**src/rtl/cmd_parser.sv**
```systemverilog
// Command word parser: pops headers and burst data from a show-ahead FIFO and issues register-bus writes/reads.
// Optional burst data timeout is enabled by defining CMD_TIMEOUT_EN.
module cmd_parser #(
    parameter int TIMEOUT_CYCLES = 1024,
    parameter int RD_WAIT_MAX    = 255
) (
    input  logic        clk,
    input  logic        rst,
    input  logic [31:0] fifo_q,
    input  logic        fifo_rdempty,
    output logic        fifo_rdreq,
    output logic        reg_wr,
    output logic        reg_rd,
    output logic [7:0]  reg_addr,
    output logic [31:0] reg_wdata,
    input  logic [31:0] reg_rdata,
    input  logic        reg_rvalid,
    output logic [31:0] resp_data,
    output logic        resp_valid,
    input  logic        resp_ready,
    output logic        busy,
    output logic [7:0]  err_cnt
);
    typedef enum logic [1:0] {
        ST_IDLE    = 2'd0,
        ST_BURST   = 2'd1,
        ST_RD_WAIT = 2'd2,
        ST_RESP    = 2'd3
    } state_t;

    localparam logic [7:0] OP_WRITE = 8'h01;
    localparam logic [7:0] OP_BURST = 8'h02;
    localparam logic [7:0] OP_READ  = 8'h03;

    localparam int RW_W = $clog2(RD_WAIT_MAX + 1);
    localparam logic [RW_W-1:0] RD_LAST = RW_W'(RD_WAIT_MAX - 1);

    function automatic logic [7:0] sat_inc(input logic [7:0] v);
        return (v == 8'hFF) ? 8'hFF : v + 8'h01;
    endfunction

    state_t          state_r;
    logic            pop_s;
    logic            reg_wr_r;
    logic            reg_rd_r;
    logic [7:0]      reg_addr_r;
    logic [31:0]     reg_wdata_r;
    logic [31:0]     resp_data_r;
    logic            resp_valid_r;
    logic [7:0]      err_cnt_r;
    logic [7:0]      addr_r;
    logic [15:0]     len_r;
    logic [RW_W-1:0] wait_cnt_r;
    logic [7:0]      op_s;
    logic [7:0]      hdr_addr_s;
    logic [15:0]     imm_s;

`ifdef CMD_TIMEOUT_EN
    localparam int TO_W = $clog2(TIMEOUT_CYCLES + 1);
    localparam logic [TO_W-1:0] TO_LAST = TO_W'(TIMEOUT_CYCLES - 1);
    logic [TO_W-1:0] idle_cnt_r;
`endif

    assign op_s       = fifo_q[31:24];
    assign hdr_addr_s = fifo_q[23:16];
    assign imm_s      = fifo_q[15:0];

    // Pop the head word only in states that consume FIFO data, never when empty.
    always_comb begin
        if ((state_r == ST_IDLE || state_r == ST_BURST) && !fifo_rdempty) begin
            pop_s = 1'b1;
        end else begin
            pop_s = 1'b0;
        end
    end

    // Main parser FSM with registered bus, response and error outputs.
    always_ff @(posedge clk or posedge rst) begin
        if (rst) begin
            state_r      <= ST_IDLE;
            reg_wr_r     <= 1'b0;
            reg_rd_r     <= 1'b0;
            reg_addr_r   <= 8'h00;
            reg_wdata_r  <= 32'h0000_0000;
            resp_data_r  <= 32'h0000_0000;
            resp_valid_r <= 1'b0;
            err_cnt_r    <= 8'h00;
            addr_r       <= 8'h00;
            len_r        <= 16'h0000;
            wait_cnt_r   <= {RW_W{1'b0}};
`ifdef CMD_TIMEOUT_EN
            idle_cnt_r   <= {TO_W{1'b0}};
`endif
        end else begin
            reg_wr_r <= 1'b0;
            reg_rd_r <= 1'b0;
            case (state_r)
                ST_IDLE: begin
                    if (pop_s) begin
                        case (op_s)
                            OP_WRITE: begin
                                reg_wr_r    <= 1'b1;
                                reg_addr_r  <= hdr_addr_s;
                                reg_wdata_r <= {16'h0000, imm_s};
                            end
                            OP_BURST: begin
                                addr_r <= hdr_addr_s;
                                len_r  <= imm_s;
                                if (imm_s != 16'h0000) begin
                                    state_r <= ST_BURST;
                                end
                            end
                            OP_READ: begin
                                reg_rd_r   <= 1'b1;
                                reg_addr_r <= hdr_addr_s;
                                wait_cnt_r <= {RW_W{1'b0}};
                                state_r    <= ST_RD_WAIT;
                            end
                            default: begin
                                err_cnt_r <= sat_inc(err_cnt_r);
                            end
                        endcase
                    end
                end
                ST_BURST: begin
                    if (pop_s) begin
                        reg_wr_r    <= 1'b1;
                        reg_addr_r  <= addr_r;
                        reg_wdata_r <= fifo_q;
                        addr_r      <= addr_r + 8'h01;
                        len_r       <= len_r - 16'h0001;
                        if (len_r == 16'h0001) begin
                            state_r <= ST_IDLE;
                        end
                    end
`ifdef CMD_TIMEOUT_EN
                    // Starved burst: abandon the remaining length after too many empty cycles.
                    if (pop_s) begin
                        idle_cnt_r <= {TO_W{1'b0}};
                    end else if (idle_cnt_r == TO_LAST) begin
                        idle_cnt_r <= {TO_W{1'b0}};
                        len_r      <= 16'h0000;
                        err_cnt_r  <= sat_inc(err_cnt_r);
                        state_r    <= ST_IDLE;
                    end else begin
                        idle_cnt_r <= idle_cnt_r + TO_W'(1);
                    end
`else
                    // Without the timeout a burst waits for its data indefinitely.
`endif
                end
                ST_RD_WAIT: begin
                    // A valid coinciding with the reg_rd strobe itself is not a real reply.
                    if (reg_rvalid && !reg_rd_r) begin
                        resp_data_r  <= reg_rdata;
                        resp_valid_r <= 1'b1;
                        state_r      <= ST_RESP;
                    end else if (wait_cnt_r == RD_LAST) begin
                        resp_data_r  <= {16'hDEAD, 8'h00, reg_addr_r};
                        resp_valid_r <= 1'b1;
                        err_cnt_r    <= sat_inc(err_cnt_r);
                        state_r      <= ST_RESP;
                    end else begin
                        wait_cnt_r <= wait_cnt_r + RW_W'(1);
                    end
                end
                ST_RESP: begin
                    if (resp_ready) begin
                        resp_valid_r <= 1'b0;
                        state_r      <= ST_IDLE;
                    end
                end
                default: begin
                    state_r <= ST_IDLE;
                end
            endcase
        end
    end

    assign fifo_rdreq = pop_s;
    assign reg_wr     = reg_wr_r;
    assign reg_rd     = reg_rd_r;
    assign reg_addr   = reg_addr_r;
    assign reg_wdata  = reg_wdata_r;
    assign resp_data  = resp_data_r;
    assign resp_valid = resp_valid_r;
    assign busy       = (state_r != ST_IDLE);
    assign err_cnt    = err_cnt_r;

endmodule

```
**config.mk**
```make
export PLATFORM = sky130hd
export DESIGN_NAME = cmd_parser
export DESIGN_NICKNAME = d
export VERILOG_FILES = /design/src/rtl/cmd_parser.sv
export SDC_FILE = /design/constraint.sdc
export NUM_CORES = 1
export LEC_CHECK = 0
export ABC_CLOCK_PERIOD_IN_PS = 4000
export BUFFER_PORTS_ARGS = -buffer_cell sky130_fd_sc_hd__buf_2
export CAP_MARGIN = 20
export CORE_UTILIZATION = 46
export DETAILED_ROUTE_END_ITERATION = 10
export GPL_TIMING_DRIVEN = 0
export HOLD_SLACK_MARGIN = 0.02
export PLACE_DENSITY = 0.84
export SETUP_SLACK_MARGIN = 0.02
export SYNTH_ARGS = -nofsm -noshare
export SYNTH_HDL_FRONTEND = slang
export SYNTH_SLANG_ARGS = --single-unit
```
**constraint.sdc**
```tcl
create_clock -name clk -period 4 [get_ports clk]
set_clock_uncertainty 0.2 [all_clocks]
set_input_delay 0.8 -clock clk [delete_from_list [all_inputs] [get_ports clk]]
set_output_delay 0.8 -clock clk [all_outputs]
set_load 0.01 [all_outputs]
```
==> results of run 1 <==
==> per-stage QoR <==
stage	setup WS [ns]	hold WS [ns]	cell area, um2
after global placement	0.893	0.271	6420
final	1.37	0.260	7120
after floorplan	1.57	0.248	5480
after global routing	1.30	0.297	7120
after detailed placement	1.17	0.276	6480
after CTS	1.37	0.268	7120
==> flip-flops by register name, indices dropped and copies added (netlist names) <==
name and flops:
reg_addr 8, reg_rd 1, len_r 16, reg_wr 1
resp_data 32, resp_valid 1, addr_r 8, wait_cnt_r 8
err_cnt 8, reg_wdata 32, state_r 2
==> power by group through the flow <==
stage	clock network [mW]	logic (mW)	registers, mW
6_report	1.62	2.24	2.17
5_1_grt	1.69	2.45	2.25
4_1_cts	1.64	2.24	2.16
3_5_place_dp	0	2.23	2.17
3_3_place_gp	0	2.13	2.12
2_1_floorplan	0	1.21	2.29
==> final timing paths <==
kind	cells past startpoint	start	to	slack (ns)
min in group clk	1	reg_wdata[7]$_DFFE_PP0P_	reg_wdata[7]$_DFFE_PP0P_	0.28
setup / recovery	4	state_r[1]$_DFFE_PP0P_	busy	1.37
setup reg to reg	7	wait_cnt_r[0]$_DFFE_PP0P_	resp_data[19]$_DFFE_PP0P_	1.58
hold reg to reg	1	reg_wdata[7]$_DFFE_PP0P_	reg_wdata[7]$_DFFE_PP0P_	0.28
max in group asynchronous	4	rst	len_r[14]$_DFFE_PP0P_	2.55
hold / removal	2	rst	resp_data[23]$_DFFE_PP0P_	0.26
==> layout make-up <==
class | count | area, um2
Fill cell | 965 | 4400
Buffer | 31 | 150
Sequential cell | 117 | 2930
Timing Repair Buffer | 156 | 826
Multi-Input combinational cell | 371 | 2360
Inverter | 11 | 45.0
Clock buffer | 22 | 484
Clock inverter | 10 | 150
Tap cell | 143 | 179
==> cell families (layout without fill, tap and decap cells) <==
logic type / Yosys count / count (layout) / synth area share (%)
simple gates: 181 / 181 / 16.8
fa+ha+maj: 6 / 6 / 1.37
flops: 117 / 117 / 53.5
mux: 22 / 22 / 4.41
xor+xnor: 4 / 4 / 0.640
buf+inv: 42 / 230 / 3.50
compound gates: 158 / 158 / 19.8
==> placed cells by master, fill, tap and decap left out, types with 14 or more instances in the layout <==
master | Yosys | final
dfrtp_1 | 117 | 117
a21oi_1 | 33 | 33
a22o_1 | 29 | 29
mux2_1 | 14 | 14
clkbuf_1 | 16 | 17
buf_2 | 9 | 162
nor2_1 | 46 | 46
a31oi_1 | 24 | 24
nand2_1 | 56 | 56
o21ai_1 | 17 | 17
o22a_1 | 14 | 14
clkbuf_16 | 0 | 17
==> per-layer routing <==
| layer | part of all wire (%) | global-route usage, % |
|---|---|---|
| met1 | 41 | 31.3 |
| met2 | 50 | 44.9 |
| met3 | 6.1 | 6.34 |
| met4 | 3.5 | 12.6 |
| met5 | 0 | 0 |
==> impl_metrics.ini, run 1 <==
[clocking]
cts_resized = 0
ctsHoldBuffers = 0
clock_sinks = 117
cts_max_level = 4
post-cts-setup-buffers = 0
clk_pin_slew_ns = 0.06
cts_tree = yes
cts-root-buf = clkbuf_16
clk_latency_ns = 0.41
cts_buffer_depth = 2
numCtsBuffers = 17

[min_path]
hp-class = in2async

[grt]
grt_pass1_wl_um = 25500
grt-ovfl-total = 0
grt_pass1_vias = 5203
grt_max_degree = 36
groute.usage.overall_pct = 26.3
antenna_found_initial = 0

[yosys]
yosysUniqueCellTypes = 62
synth-seq-area-share_pct = 53.5
synth_ff_type = dfrtp_1
ys_ff_latch = 117
ys_top_cells_by_count = dfrtp_1 (117), nand2_1 (56), nor2_1 (46)
syn_inst = 530
synth_top_area_share_pct = 53.5
syn_area_um2 = 5480
syn-num-nets = 605
synthArstFlopShare_pct = 100
synthTopCellsByArea = dfrtp_1 (53%), a22o_1 (4.6%), nand2_1 (3.8%)
synth-edff-count = 0
yosys.area.top_type = dfrtp_1
yosysMostFrequentCell = dfrtp_1
ys_warn_count = 0
avgSynthCellArea_um2 = 10.3

[detailed_routing]
ant_nets = 0
drt-initial-drc-count = 484
wl_um = 15500
routedWlPerCell_um = 18.0
drc = 26
drt-pass1-iter-count = 8
vias_per_cell = 5.82
num_vias = 5009

[timing]
finalMaxSlewViolations = 0
tightestPinTransition_ns = 0.676
setup_viol = 0
fmax_mhz = 380
finalHoldViolations = 0
rsz0062_at_grt = false
max_slew_margin_pct = 54.5
post-route-period-util_pct = 65.8
fin_crit_ns = 2.63
setup_tns_ns = 0

[power]
p_clk_share_pct = 26.8
switchingPower_mw = 2.22
p_comb_share_pct = 37.2
power_density_nw_per_um2 = 848
p_total_mw = 6.03
p_leak_nw = 3.35
swShare_pct = 36.8
p_int_mw = 3.82
seqPwrFrac_pct = 36.0
peakVddDrop_mv = 0.421

[placement]
post-dp-hpwl_um = 11600
dp_cells = 829
portBuffers = 153
place_congestion = 0.867

[floorplanning]
dieArea_um2 = 12300
core_area_um2 = 11500
fp.dieH_um = 111
initial_utilization_pct = 47.5
die_w_um = 111
rows = 39
ioPinCount = 154

[worst_setup_path]
max_stage_delay_ns = 0.36
cp-end-kind = output port
worst_ep_arrival_time_ns = 1.63
crit_path_top_delay_cell = dfrtp_1
cp_top_family = buffers and inverters
path_cells = buf_2 > or2_2 > clkbuf_1 > buf_2
crit_fanout = 10
worstSetupPathType = reg2out
required_ns = 3.00
crit_top_cell = buf_2
worstSetupStartpointType = flop
critPathBufInv = 3

[finish]
instances_no_fill = 861
final_core_util_pct = 61.8
final_nets = 780
areaGrowthSynthToFinish_pct = 30.0
n_antenna_cell = 0
drive_above_1_share_pct = 29.9

[outcome]
violations = design-rule violations
status = finished, violations left

[run]
cap_viol_max_count = 0
No activity file was read; power rests on OpenSTA's default activity.
==> run 2, diff against run 1 <==
ABC_CLOCK_PERIOD_IN_PS = 2100   (was 4000)
clock period = 2.1 ns   (was 4 ns; I/O delays follow)
==> impl_metrics.ini, run 2 (synthesis gave the netlist of run 1 again) <==
[outcome]
status = finished, violations left
violations = design-rule violations

[timing]
setup_viol = 0
rsz0062_at_grt = true
timing.hold.ws_ns = 0.0214
fmax_mhz = 482
worst_slack_ns = 0.0244
post-route-period-util_pct = 98.8
tightestPinTransition_ns = 0.608
finalHoldViolations = 0
max_slew_margin_pct = 59.4
fin_crit_ns = 2.08
finalMaxSlewViolations = 0

[grt]
groute.usage.overall_pct = 26.9
antenna_found_initial = 0
grt_pass1_wl_um = 25900
grt_pass1_vias = 5312
grt_max_degree = 36
grt-ovfl-total = 0

[detailed_routing]
wl_um = 16100
routedWlPerCell_um = 18.2
num_vias = 5180
drt-initial-drc-count = 480
drt-pass1-iter-count = 8
ant_nets = 0
vias_per_cell = 5.85
drc = 26

[placement]
dp_slack_ns = -0.350
portBuffers = 153
dp_cells = 829
post-dp-hpwl_um = 11600
place_congestion = 0.867

[worst_setup_path]
path_cells = ha_4 > and3_4 > a21oi_2 > nor2_4 > clkbuf_4 > o22a_1
worst_ep_arrival_time_ns = 2.17
required_ns = 2.19
critPathBufInv = 1
worstSetupStartpointType = flop
crit_fanout = 10
rrSetupSlack_ns = 0.02
crit_path_top_delay_cell = dfrtp_1
cp-end-kind = flop
worstSetupPathType = reg2reg
cp_top_family = compound AO/OA/AOI/OAI gates
max_stage_delay_ns = 0.45

[finish]
final_common_cell = buf_2
final_core_util_pct = 65.4
fillCellCount = 919
mostFrequentLayoutCells = buf_2 (160), dfrtp_1 (116), nand2_1 (56)
instances_no_fill = 885
n_antenna_cell = 0
drive_above_1_share_pct = 35.0
seq_area_um2 = 2930
multi_input_comb_area_um2 = 2510
final_nets = 804
areaGrowthSynthToFinish_pct = 37.5

[clocking]
cts_max_level = 4
clk_pin_slew_ns = 0.05
numCtsBuffers = 17
clock_sinks = 117
clk_latency_ns = 0.41
cts_buffer_depth = 2
cts-root-buf = clkbuf_16
cts_tree = yes

[run]
cap_viol_max_count = 0

[power]
p_total_mw = 11.9
peakVddDrop_mv = 0.804
power_density_nw_per_um2 = 1580
p_leak_nw = 3.55

[floorplanning]
ioPinCount = 154
rows = 39
initial_utilization_pct = 47.5
die_w_um = 111
core_area_um2 = 11500
fp.dieH_um = 111
dieArea_um2 = 12300

[min_path]
hp-class = in2reg
-- run 2: cell type report --
type	instances	area share (%)
flip-flops and latches	117	38.9
inverters	11	0.598
clock inverters	10	1.99
plain buffers	30	2.38
multi-input cells	371	33.4
clock buffers	22	6.43
repair buffers	181	13.9
well taps	143	2.38
-- run 2: worst paths after layout --
path	endpoint	depth (start not counted)	startpoint
max	resp_data[18]$_DFFE_PP0P_	6	wait_cnt_r[1]$_DFFE_PP0P_
min	resp_data[25]$_DFFE_PP0P_	2	reg_rdata[25]
max reg2reg	resp_data[18]$_DFFE_PP0P_	6	wait_cnt_r[1]$_DFFE_PP0P_
min reg2reg	reg_wdata[7]$_DFFE_PP0P_	1	reg_wdata[7]$_DFFE_PP0P_
max in group asynchronous	len_r[14]$_DFFE_PP0P_	5	rst
min in group asynchronous	resp_data[23]$_DFFE_PP0P_	3	rst
-- run 2: stage by stage --
stage               setup TNS, ns  area, um2
detailed placement         -24.30       6480
floorplan                       0       5480
global placement           -89.81       6420
global route               -0.687       7530
finish                          0       7530
CTS                        -0.104       7340
-- run 2: repair_timing --
action                                  in CTS  in global routing
hold endpoints to repair                    36                  0
pin swaps                                    2                  5
gates resized for setup                     20                 39
setup buffers                                4                  7
endpoints found under the setup margin      96                 79
cloned                                       0                  1
hold buffers                                13                  0
-- run 2: report_power, final --
group          internal [mW]  switching, mW  leakage, nW
clock network           2.10          0.991        0.319
logic                   2.06           2.53         1.83
registers               3.32          0.857         1.39
-- run 2: per-layer routing --
layer / GRT usage (%) / share of wire [%] / vias to the layer above
met5: 0 / 0 / -
met1: 31.5 / 40 / 2540
met4: 13.2 / 3.7 / 0
met2: 46.3 / 50 / 233
met3: 6.51 / 6.5 / 44
li1: - / - / 2363
-- run 2: worst register-to-register path, cell delays in order (launching register included) --
cell and delay (ns):
dfrtp_1 0.45, ha_4 0.20, and3_4 0.16, a21oi_2 0.40, nor2_4 0.12, clkbuf_4 0.22, o22a_1 0.21
==> run 3, diff against run 2 <==
==> constraint.sdc (replaced) <==
create_clock -name clk -period 2.1 [get_ports clk]
set_clock_uncertainty 0.2 [all_clocks]
set_input_delay 0.21 -clock clk [delete_from_list [all_inputs] [get_ports clk]]
set_output_delay 0.21 -clock clk [all_outputs]
set_load 0.01 [all_outputs]
==> impl_metrics.ini, run 3 (synthesis gave the netlist of run 1 again) <==
[clocking]
cts-root-buf = clkbuf_16
clk_latency_ns = 0.42
clock_sinks = 117
cts_max_level = 4
numCtsBuffers = 17
cts_buffer_depth = 2
cts_tree = yes
clk_pin_slew_ns = 0.06

[timing]
setup_tns_ns = 0
max_slew_margin_pct = 56.1
worst_slack_ns = 0.00546
rsz0062_at_grt = true
fmax_mhz = 477
finalHoldViolations = 0
tightestPinTransition_ns = 0.658
setup_viol = 0
post-route-period-util_pct = 99.7
fin_crit_ns = 2.09
finalMaxSlewViolations = 0

[detailed_routing]
drt-initial-drc-count = 476
vias_per_cell = 5.83
wl_met1_um = 6710
top_layer_used = met4
drt-pass1-iter-count = 8
num_vias = 5471
wl_met3_um = 1150
wl_um = 17700
drc = 26
ant_nets = 0
routedWlPerCell_um = 18.8
dr_wl_met2_um = 9010

[finish]
final_core_util_pct = 70.2
areaGrowthSynthToFinish_pct = 47.7
final_common_cell = buf_2
final_area_um2 = 8090
seq_area_um2 = 2930
fillCellCount = 827
n_antenna_cell = 0
drive_above_1_share_pct = 33.1
final_nets = 857
mostFrequentLayoutCells = buf_2 (162), dfrtp_1 (116), dlygate4sd3_1 (69)
multi_input_comb_area_um2 = 2530

[placement]
portBuffers = 153
place_area_um2 = 6480
dp_slack_ns = -0.301
post-dp-hpwl_um = 11600
place_congestion = 0.867

[floorplanning]
ioPinCount = 154
rows = 39
core_area_um2 = 11500
die_w_um = 111
dieArea_um2 = 12300
fp.dieH_um = 111
initial_utilization_pct = 47.5

[power]
p_clk_share_pct = 25.7
power_density_nw_per_um2 = 1490
p_total_mw = 12.0
switchingPower_mw = 4.48
seqPwrFrac_pct = 34.9
p_comb_share_pct = 39.4
p_leak_nw = 3.76
swShare_pct = 37.3
p_int_mw = 7.54
peakVddDrop_mv = 0.939

[outcome]
status = finished, violations left
violations = design-rule violations

[worst_setup_path]
cp.depth = 8
worstSetupStartpointType = flop
worstSetupPathType = reg2reg
reg2regPathDepth = 8
cp_top_family = flip-flops
cp-end-kind = flop
required_ns = 2.20
worst_ep_arrival_time_ns = 2.19
critPathBufInv = 2
crit_path_top_delay_cell = dfrtp_1
max_stage_delay_ns = 0.38
crit_fanout = 4
path_cells = inv_2 > ha_4 > and3_4 > a41oi_2 > a311oi_2 > buf_4 > nand4_1 > mux2_4

[run]
cap_viol_max_count = 0

[grt]
grt_pass1_vias = 5785
groute.usage.overall_pct = 29.4
antenna_found_initial = 0
grt-ovfl-total = 0
grt_pass1_wl_um = 28400
grt_max_degree = 36

[min_path]
min_path_cells = 4
hp-class = in2reg
## run 3: stage by stage
stage	instances	hold WS (ns)
finish	938	0.0508
global route	938	0.0642
CTS	933	0.0276
detailed placement	829	0.117
global placement	826	0.216
floorplan	530	0.0827
## run 3: final cells by class
class | count | area share (%)
flip-flops and latches | 117 | 36.2
clock inverters | 10 | 1.86
well taps | 143 | 2.21
plain buffers | 30 | 2.23
inverters | 11 | 0.557
multi-input cells | 371 | 31.3
repair buffers | 234 | 19.6
clock buffers | 22 | 5.99
## run 3: power by group through the flow
| stage | Clock, mW | Sequential (mW) | Combinational (mW) |
|---|---|---|---|
| floorplan | 0 | 4.37 | 2.30 |
| global placement | 0 | 4.05 | 4.05 |
| detailed placement | 0 | 4.14 | 4.24 |
| CTS | 3.13 | 4.12 | 4.48 |
| global route | 3.22 | 4.32 | 5.12 |
| finish | 3.09 | 4.19 | 4.73 |
## run 3: tightest hold or removal path: stages
cell and delay (ns):
buf_2 0.11, nor4_4 0.07, a31oi_1 0.14, o22ai_1 0.09
## run 3: final timing paths
check	to	slack (ns)	startpoint
hold reg to reg	reg_wdata[7]$_DFFE_PP0P_	0.28	reg_wdata[7]$_DFFE_PP0P_
setup / recovery	err_cnt[4]$_DFFE_PP0P_	0.005	wait_cnt_r[0]$_DFFE_PP0P_
min in group asynchronous	resp_data[30]$_DFFE_PP0P_	0.23	rst
max in group asynchronous	len_r[14]$_DFFE_PP0P_	0.68	rst
hold / removal	state_r[1]$_DFFE_PP0P_	0.05	fifo_q[27]
setup reg to reg	err_cnt[4]$_DFFE_PP0P_	0.005	wait_cnt_r[0]$_DFFE_PP0P_
## run 3: routing by layer
| layer | track usage [%] | vias to the layer above |
|---|---|---|
| met1 | 33.3 | 2672 |
| met4 | 15.7 | 0 |
| li1 | - | 2452 |
| met3 | 6.83 | 71 |
| met5 | 0 | - |
| met2 | 51.6 | 276 |
## run 3: timing repair
item | CTS | global route
hold buffers | 69 | 0
gates cloned | 0 | 1
endpoints found under the setup margin | 95 | 86
pin swaps | 2 | 5
gates resized for setup | 22 | 47
setup buffers | 4 | 4
endpoints found under the hold margin | 118 | 0
